**config.mk**
```make
export PLATFORM = sky130hd
export DESIGN_NAME = data_mem_responder
export DESIGN_NICKNAME = d
export VERILOG_FILES = /design/src/rtl/dmem_pkg.sv /design/src/rtl/dmem_array_256x8.sv /design/src/rtl/data_mem_responder.sv
export SDC_FILE = /design/constraint.sdc
export NUM_CORES = 2
export LEC_CHECK = 0
export CORE_MARGIN = 1
export CORE_UTILIZATION = 60
export DETAILED_ROUTE_END_ITERATION = 8
export PLACE_DENSITY_LB_ADDON = 0.05
export SKIP_LAST_GASP = 1
export SLEW_MARGIN = 40
export SYNTH_ARGS = -nofsm -noshare
export SYNTH_HDL_FRONTEND = slang
export SYNTH_SLANG_ARGS = --single-unit
```
**constraint.sdc**
```tcl
create_clock -name CLK -period 9 [get_ports CLK]
set_input_delay 2.7 -clock CLK [delete_from_list [all_inputs] [get_ports CLK]]
set_output_delay 2.7 -clock CLK [all_outputs]
set_load 0.05 [all_outputs]
```
**src/rtl/dmem_pkg.sv**
```systemverilog
// Shared encodings and helpers for the MEM-stage data memory responder.
package dmem_pkg;

   localparam int unsigned ADDR_W  = 8;
   localparam int unsigned RDATA_W = 32;
   localparam int unsigned WDATA_W = 64;
   localparam int unsigned CNT_W   = 4;
   localparam int unsigned IDX_W   = 3;

   typedef enum logic [1:0] {
      SZ_BYTE  = 2'b00,
      SZ_HALF  = 2'b01,
      SZ_WORD  = 2'b10,
      SZ_DWORD = 2'b11
   } size_e;

   typedef enum logic [1:0] {
      ST_IDLE = 2'b00,
      ST_WAIT = 2'b01,
      ST_XFER = 2'b10,
      ST_DONE = 2'b11
   } state_e;

   // Number of bytes moved by an access of the given size.
   function automatic logic [CNT_W-1:0] size_bytes(input size_e sz);
      case (sz)
         SZ_BYTE:  size_bytes = 4'd1;
         SZ_HALF:  size_bytes = 4'd2;
         SZ_WORD:  size_bytes = 4'd4;
         default:  size_bytes = 4'd8;
      endcase
   endfunction

endpackage

```
**src/rtl/dmem_array_256x8.sv**
```systemverilog
// Byte-wide storage: asynchronous read, synchronous write, never reset.
module dmem_array_256x8 #(
   parameter int unsigned DEPTH = 256
) (
   input  logic       i_clk,
   input  logic       i_we,
   input  logic [7:0] i_addr,
   input  logic [7:0] i_wdata,
   output logic [7:0] o_rdata
);

   logic [7:0] Mem [DEPTH];

   always_ff @(posedge i_clk) begin
      if (i_we) Mem[i_addr] <= i_wdata;
   end

   assign o_rdata = Mem[i_addr];

endmodule

```
**src/rtl/data_mem_responder.sv**
```systemverilog
// Byte-serial MEM-stage responder with optional wait states and big-endian byte order.
// Define DMEM_ALIGN_CHECK_EN to reject misaligned requests with an error response.
module data_mem_responder
   import dmem_pkg::*;
#(
   parameter int unsigned WAIT_STATES = 0,
   parameter int unsigned MEM_DEPTH   = 256
) (
   input  logic         CLK,
   input  logic         CLR,
   input  logic         Req_Valid,
   output logic         Req_Ready,
   input  logic         Req_RW,
   input  logic [1:0]   Req_Size,
   input  logic [7:0]   Req_Addr,
   input  logic [63:0]  Req_WData,
   output logic         Rsp_Valid,
   output logic         Rsp_Last,
   output logic [31:0]  Rsp_Data,
   output logic         Rsp_Err
);

   localparam logic [8:0] DEPTH9 = 9'(MEM_DEPTH);

   state_e               r_state;
   logic                 r_ready;
   logic                 r_rw;
   size_e                r_size;
   logic [ADDR_W-1:0]    r_addr;
   logic [WDATA_W-1:0]   r_wdata;
   logic [CNT_W-1:0]     r_wcnt;
   logic [IDX_W-1:0]     r_idx;
   logic [RDATA_W-1:0]   r_asm;
   logic                 r_rsp_valid;
   logic                 r_rsp_last;
   logic [RDATA_W-1:0]   r_rsp_data;

   logic [CNT_W-1:0]     w_nbytes;
   logic                 w_last_byte;
   logic [8:0]           w_sum;
   logic [7:0]           w_mem_addr;
   logic [2:0]           w_shift;
   logic [7:0]           w_wbyte;
   logic [7:0]           w_rbyte;
   logic                 w_we;
   logic [RDATA_W-1:0]   w_asm_next;

   assign w_nbytes    = size_bytes(r_size);
   assign w_last_byte = ({1'b0, r_idx} == (w_nbytes - 4'd1));
   assign w_sum       = {1'b0, r_addr} + {6'b0, r_idx};
   assign w_mem_addr  = 8'(w_sum % DEPTH9);
   // Byte k of an N-byte store sits at bit offset 8*(N-1-k) of the right-justified data.
   assign w_shift     = 3'(w_nbytes - 4'd1) - r_idx;
   assign w_wbyte     = 8'(r_wdata >> {w_shift, 3'b000});
   assign w_we        = (r_state == ST_XFER) && r_rw;
   assign w_asm_next  = {r_asm[23:0], w_rbyte};

   dmem_array_256x8 #(
      .DEPTH   (MEM_DEPTH)
   ) u_mem (
      .i_clk   (CLK),
      .i_we    (w_we),
      .i_addr  (w_mem_addr),
      .i_wdata (w_wbyte),
      .o_rdata (w_rbyte)
   );

`ifdef DMEM_ALIGN_CHECK_EN
   logic r_rsp_err;

   function automatic logic misaligned(input size_e sz, input logic [7:0] a);
      case (sz)
         SZ_BYTE: misaligned = 1'b0;
         SZ_HALF: misaligned = a[0];
         default: misaligned = |a[1:0];
      endcase
   endfunction
`endif

   always_ff @(posedge CLK or negedge CLR) begin
      if (!CLR) begin
         r_state     <= ST_IDLE;
         r_ready     <= 1'b1;
         r_rw        <= 1'b0;
         r_size      <= SZ_BYTE;
         r_addr      <= '0;
         r_wdata     <= '0;
         r_wcnt      <= '0;
         r_idx       <= '0;
         r_asm       <= '0;
         r_rsp_valid <= 1'b0;
         r_rsp_last  <= 1'b0;
         r_rsp_data  <= '0;
`ifdef DMEM_ALIGN_CHECK_EN
         r_rsp_err   <= 1'b0;
`endif
      end else begin
         // Response flags are single-cycle pulses.
         r_rsp_valid <= 1'b0;
         r_rsp_last  <= 1'b0;
`ifdef DMEM_ALIGN_CHECK_EN
         r_rsp_err   <= 1'b0;
`endif
         case (r_state)
            ST_IDLE: begin
               if (Req_Valid) begin
                  r_ready <= 1'b0;
                  r_rw    <= Req_RW;
                  r_size  <= size_e'(Req_Size);
                  r_addr  <= Req_Addr;
                  r_wdata <= Req_WData;
                  r_idx   <= '0;
                  r_asm   <= '0;
`ifdef DMEM_ALIGN_CHECK_EN
                  if (misaligned(size_e'(Req_Size), Req_Addr)) begin
                     r_state     <= ST_DONE;
                     r_rsp_valid <= 1'b1;
                     r_rsp_last  <= 1'b1;
                     r_rsp_err   <= 1'b1;
                     r_rsp_data  <= '0;
                  end else
`endif
                  if (WAIT_STATES != 0) begin
                     r_state <= ST_WAIT;
                     r_wcnt  <= 4'(WAIT_STATES);
                  end else begin
                     r_state <= ST_XFER;
                  end
               end
            end
            ST_WAIT: begin
               if (r_wcnt <= 4'd1) begin
                  r_wcnt  <= '0;
                  r_state <= ST_XFER;
               end else begin
                  r_wcnt <= r_wcnt - 4'd1;
               end
            end
            ST_XFER: begin
               if (!r_rw) r_asm <= w_asm_next;
               if (w_last_byte) begin
                  r_state     <= ST_DONE;
                  r_rsp_valid <= 1'b1;
                  r_rsp_last  <= 1'b1;
                  r_rsp_data  <= r_rw ? '0 : w_asm_next;
               end else begin
                  r_idx <= r_idx + 3'd1;
                  // Doubleword loads hand back the first word as soon as it is assembled.
                  if (!r_rw && (r_size == SZ_DWORD) && (r_idx == 3'd3)) begin
                     r_rsp_valid <= 1'b1;
                     r_rsp_data  <= w_asm_next;
                  end
               end
            end
            ST_DONE: begin
               r_state <= ST_IDLE;
               r_ready <= 1'b1;
            end
            default: begin
               r_state <= ST_IDLE;
               r_ready <= 1'b1;
            end
         endcase
      end
   end

   assign Req_Ready = r_ready;
   assign Rsp_Valid = r_rsp_valid;
   assign Rsp_Last  = r_rsp_last;
   assign Rsp_Data  = r_rsp_data;
`ifdef DMEM_ALIGN_CHECK_EN
   assign Rsp_Err   = r_rsp_err;
`else
   assign Rsp_Err   = 1'b0;
`endif

endmodule

```
# Word level (Yosys, flattened, before mapping)
# Memories as Yosys holds them, arrays and structs flattened.
# Index checks and enable logic that the tools add are counted.
[totals]
out_inout_bits = 36
input_bits = 78
memories = 1
regBits = 143
ram_bits = 2048
[mem_list]
columns = ["memory", "words", "word_bits", "read_ports", "rd_clocked_by_memory_dff", "write_ports", "line", "rtl"]
rows = [
  ["u_mem.Mem", 256, 8, 1, 0, 1, "dmem_array_256x8.sv:12", "logic [7:0] Mem [DEPTH];"],
]
[classes]
addsub = 5
n_mux = 24
n_lt_le_gt_ge = 1
n_reduce_logical = 15
n_eq_ne = 13
n_shift = 1
[ops]
columns = ["op", "count"]
rows = [
  ["32-bit 2-to-1 mux", 3],
  ["64-bit by 6-bit right shift with 8-bit output", 1],
  ["24-bit 2-to-1 mux", 2],
  ["24-bit case mux with 2 select lines", 1],
  ["4-bit case mux with 3 select lines", 1],
  ["2-bit inequality test (second input constant)", 5],
  ["3-bit AND reduction", 3],
  ["8-bit by 3-bit adder with 8-bit output", 1],
  ["2-bit equality test (second input constant)", 4],
  ["1-bit 2-to-1 mux", 8],
  ["2-bit case mux with 4 select lines", 1],
  ["4-bit by 1-bit subtractor with 4-bit output (second input constant)", 2],
  ["2-bit 2-to-1 mux", 3],
  ["3-bit 2-to-1 mux", 2],
  ["3-bit case mux with 2 select lines", 1],
  ["2-bit AND reduction", 3],
  ["2-bit nonzero test", 3],
  ["2-bit by 1-bit equality test with 1-bit output (second input constant)", 2],
  ["3-bit by 4-bit equality test with 1-bit output", 1],
  ["4-bit by 1-bit <= comparator with 1-bit output (second input constant)", 1],
  ["2-bit logical NOT", 2],
  ["4-bit 2-to-1 mux", 1],
  ["3-bit by 1-bit adder with 3-bit output (second input constant)", 1],
  ["3-bit by 2-bit equality test with 1-bit output (second input constant)", 1],
  ["other kinds (4)", 6],
]

# Longest topological paths before layout
[logic_depth]
ltp_word = 6
ltp_mapped = 15
ltp_nobuf = 10

# Modules after synthesis
# From an unflattened synthesis, not the netlist that was laid out.
[unflattened]
cells_unflattened = 3948
area_unflattened_um2 = 84589.9
[modules_own_cells]
columns = ["mod", "area_each_um2", "seq_area_each_um2", "n_inst", "cells_per_inst"]
rows = [
  ["dmem_array_256x8", 78332.6, 61499.0, 1, 3539],
  ["data_mem_responder", 6257.3, 3579.7, 1, 409],
]

# Worst setup path before layout
# Ideal clock, no wire load.
[synth_path]
kind = "reg2reg"
from = "register r_idx[0]"
to = "memory u_mem.Mem[0][0] (data pin)"
arrival_ns = 4.129
path_stages_with_launch = 7
slack_ns = 4.316
t_required_ns = 8.445
setup_time_ns = 0.555
path_cell_list = "dfrtp_1 ha_1 fa_1 xor2_1 buf_2 mux4_2 mux2_2"
[synth_via]
elab_chain_len = 2
[synth_rtl]
columns = ["element", "line", "rtl"]
rows = [
  ["from (decl)", "data_mem_responder.sv:32", "logic [IDX_W-1:0] r_idx;"],
  ["from (signal assigned)", "data_mem_responder.sv:147", "r_idx <= r_idx + 3'd1;"],
  ["3-bit subtractor", "data_mem_responder.sv:53", "assign w_shift = 3'(w_nbytes - 4'd1) - r_idx;"],
  ["64-bit by 6-bit right shift with 8-bit output", "data_mem_responder.sv:54", "assign w_wbyte = 8'(r_wdata >> {w_shift, 3'b000});"],
  ["net u_mem.i_wdata[0]", "dmem_array_256x8.sv:8", "input logic [7:0] i_wdata,"],
  ["to (decl)", "dmem_array_256x8.sv:12", ""],
]
# The timed path passes the listed nets, and every way through them passes these cells.

# Worst setup path after layout
[layout_path]
from = "register r_idx[2]"
to = "memory u_mem.Mem[163][4] (enable)"
[layout_via]
elab_chain_len = 1
[layout_rtl]
columns = ["element", "line", "rtl"]
rows = [
  ["8-bit by 3-bit adder with 8-bit output", "data_mem_responder.sv:50", "assign w_sum = {1'b0, r_addr} + {6'b0, r_idx};"],
]
# Every way passes these cells.

==> reports/qor.yml <==
outcome:
  outcome: "complete, no violations"
timing:
  worst_pin_slew_ps: 968
  min_period_over_period: 0.592
  finalHoldViolations: 0
  setup-violations-final: 0
  grt_setup_unrepaired: "false"
  fin_worst_hold_slack_ps: 498
  finClkSkew_ps: 35.1
  final.min_clock_period_ps: 5330
  tns_ps: 0
  maxSlewHeadroom: 0.355
  final_max_slew_viol_count: 0
  fmax_mhz: 188
synth:
  post_synth_most_frequent_cells: "sky130_fd_sc_hd__edfxtp_1, sky130_fd_sc_hd__nand2_1, sky130_fd_sc_hd__nand3_1"
  synth_cell_type_count: 56
  post-synth-top-area-cell: "sky130_fd_sc_hd__edfxtp_1"
  yosys_warnings: 0
  ys_top_cells_by_area: "sky130_fd_sc_hd__edfxtp_1, sky130_fd_sc_hd__mux4_2, sky130_fd_sc_hd__nand2_1"
  synthesis.nets: 5328
  synth_top_area_share: 0.713
  synth_edf_count: 2048
  dominantRegCellSynth: "sky130_fd_sc_hd__edfxtp_1"
  async_sr_flop_fraction: 0.0653
  yosysSeqAreaShare: 0.754
  synth_seq_cells: 2191
  mapped_cell_area_sq_um: 86300
  avgSynthCellArea_sq_um: 16.5
  postSynthCellCount: 5239
  synthMostInstantiatedCell: "sky130_fd_sc_hd__edfxtp_1"
grt:
  grt_util_all_layers: 0.304
  grt_first_pass_wirelength_um: 319000
  grt_max_degree: 168
  grt.overflow.total: 0
  first_global_vias: 46200
  antenna_violations_before_repair: 3
hold_path:
  min_from: "Req_Ready"
  type_of_the_tightest_min_delay_check: "reg2reg"
  worst_hold_path.num_cells: 2
  timing.hold.worst_endpoint: "Req_Ready"
route:
  vias_per_cell: 6.49
  drcViolationCount: 0
  antenna_violating_nets_post_route: 0
  post_drt_wl_per_cell_um: 29.8
  drt_pass1_iterations: 7
  totalWireLength_um: 220000
  drt-initial-drc-count: 6066
  vias: 47800
finish:
  fillerInstances: 9498
  final_util: 0.677
  nets: 5393
  multi_input_comb_area_sq_um: 19900
  drive_gt1_frac: 0.144
  register_area_sq_um: 65100
  area_overhead_of_the_layout_relative_to_synthesis_pct: 11.5
clock_tree:
  cts_tree: "built"
  clock_tree.buffer_depth: 3
  htree_levels: 4
  clock_transition_at_the_registers_of_the_reported_paths_ps: 60
  post_cts_hold_buffer_count: 0
  cts_repair_resize_count: 0
  clock_sink_count: 2191
  cts_root_buf: "sky130_fd_sc_hd__clkbuf_16"
  worstSkewPairLatency_ps: 840
  postCtsSetupRepairBufs: 0
  tritoncts.num_buffers: 214
place:
  place.port_buffers: 112
  dp_hpwl_um: 126000
  globalplace.congestion: 0.906
worst_setup_path:
  setup.worst_path.start_class: "flip-flop"
  worstRegToRegCells: 9
  worstReg2RegEnd: "u_mem.Mem[163][4]"
  reg2reg_launch_point: "r_idx[2]"
  critical_path_arrival_ps: 5780
  worst_path_required_time_ps: 9450
  worstSetupEndpointType: "flip-flop"
  criticalPathCategory: "reg2reg"
  regToRegSetupSlack_ps: 3670
  crit_path_max_fanout: 43
die:
  die_y_um: 381
  die_x_um: 381
  rows: 138
  start_util: 0.607
  ioPinCount: 114
  core_area_sq_um: 142000
  floorplan.die_area_sq_um: 145000
job:
  drv_cap: 0
## worst max path at each step
stage / to / start / depth (start not counted)
floorplan: u_mem.Mem[0][0] / r_idx[0] / 6
global placement: Rsp_Data[5] / r_idx[0] / 11
detailed placement: u_mem.Mem[67][6] / r_idx[2] / 9
CTS: u_mem.Mem[67][0] / r_idx[2] / 9
global route: Rsp_Data[2] / r_idx[0] / 12
finish: u_mem.Mem[163][4] / r_idx[2] / 9
## flip-flops by register name, indices dropped and copies added, names as in the netlist
register / flops
Rsp_Data: 32
Rsp_Last: 1
r_state: 2
Rsp_Valid: 1
r_idx: 3
r_rw: 1
r_size: 2
r_wdata: 64
Req_Ready: 1
u_mem.Mem: 2048
r_addr: 8
r_asm: 24
r_wcnt: 4
## metrics by stage
stage          cell area (sq um)  setup slack, ps  std cells
6_report                   96200             3670       7375
5_1_grt                    96200             3590       7374
4_1_cts                    96000             3740       7365
3_5_place_dp               89200             3750       6969
3_3_place_gp               89000             3490       6965
2_1_floorplan              86300             4320       5239
## critical path, cell delays in order, from the launching register on
cell and delay (ps):
sky130_fd_sc_hd__dfrtp_1 420, sky130_fd_sc_hd__ha_1 590, sky130_fd_sc_hd__nand3_2 230, sky130_fd_sc_hd__a21o_1 400, sky130_fd_sc_hd__and2_4 460, sky130_fd_sc_hd__buf_4 420, sky130_fd_sc_hd__nor2_1 530, sky130_fd_sc_hd__nand2_2 650
sky130_fd_sc_hd__buf_4 490, sky130_fd_sc_hd__nor2_1 670
## area by class of cell
| cell class | instances | share of cell area |
|---|---|---|
| well taps | 1890 | 0.0246 |
| clock buffers | 276 | 0.0595 |
| flip-flops and latches | 2191 | 0.676 |
| inverters | 11 | 0.000429 |
| repair buffers | 190 | 0.0219 |
| multi-input cells | 2696 | 0.206 |
| clock inverters | 120 | 0.0108 |
| diodes | 1 | 0.0000260 |
## cells in the final DEF (no fill, tap or decap), types with 13 or more instances in the layout
cell type,n
sky130_fd_sc_hd__nand3_1,331
sky130_fd_sc_hd__nor2_1,258
sky130_fd_sc_hd__a32oi_1,152
sky130_fd_sc_hd__o21ai_0,49
sky130_fd_sc_hd__a21oi_1,22
sky130_fd_sc_hd__nand2b_1,13
sky130_fd_sc_hd__a22o_1,60
sky130_fd_sc_hd__clkinv_1,43
sky130_fd_sc_hd__a31oi_1,90
sky130_fd_sc_hd__dfrtp_1,142
sky130_fd_sc_hd__buf_4,46
sky130_fd_sc_hd__nand4_1,88
sky130_fd_sc_hd__clkbuf_1,52
sky130_fd_sc_hd__mux4_2,252
sky130_fd_sc_hd__clkinv_2,42
sky130_fd_sc_hd__clkbuf_16,217
sky130_fd_sc_hd__nor2_2,14
sky130_fd_sc_hd__buf_12,18
sky130_fd_sc_hd__bufinv_16,16
sky130_fd_sc_hd__nand2_1,933
sky130_fd_sc_hd__mux2i_1,208
sky130_fd_sc_hd__edfxtp_1,2048
sky130_fd_sc_hd__mux2_2,87
sky130_fd_sc_hd__clkdlybuf4s50_1,111
## cells by family after synthesis
group / after synthesis / synth area share
buffers and inverters: 352 / 0.0198
and+or+nand+nor: 1698 / 0.0831
adders and majority gates: 11 / 0.00177
AOI/OAI and AO/OA: 422 / 0.0367
other: 1 / 0.0000435
DFF: 2191 / 0.754
muxes: 559 / 0.104
xor gates and xnor gates: 5 / 0.000595
## layer usage
layer / share of wire / global-route usage
met1: 0.41 / 0.455
met2: 0.46 / 0.447
met3: 0.095 / 0.0565
met4: 0.040 / 0.119
met5: 0 / 0
Power is left out: the tool's default activity adds up to more than one toggle a clock period on the data nets, which glitch-free logic cannot reach.
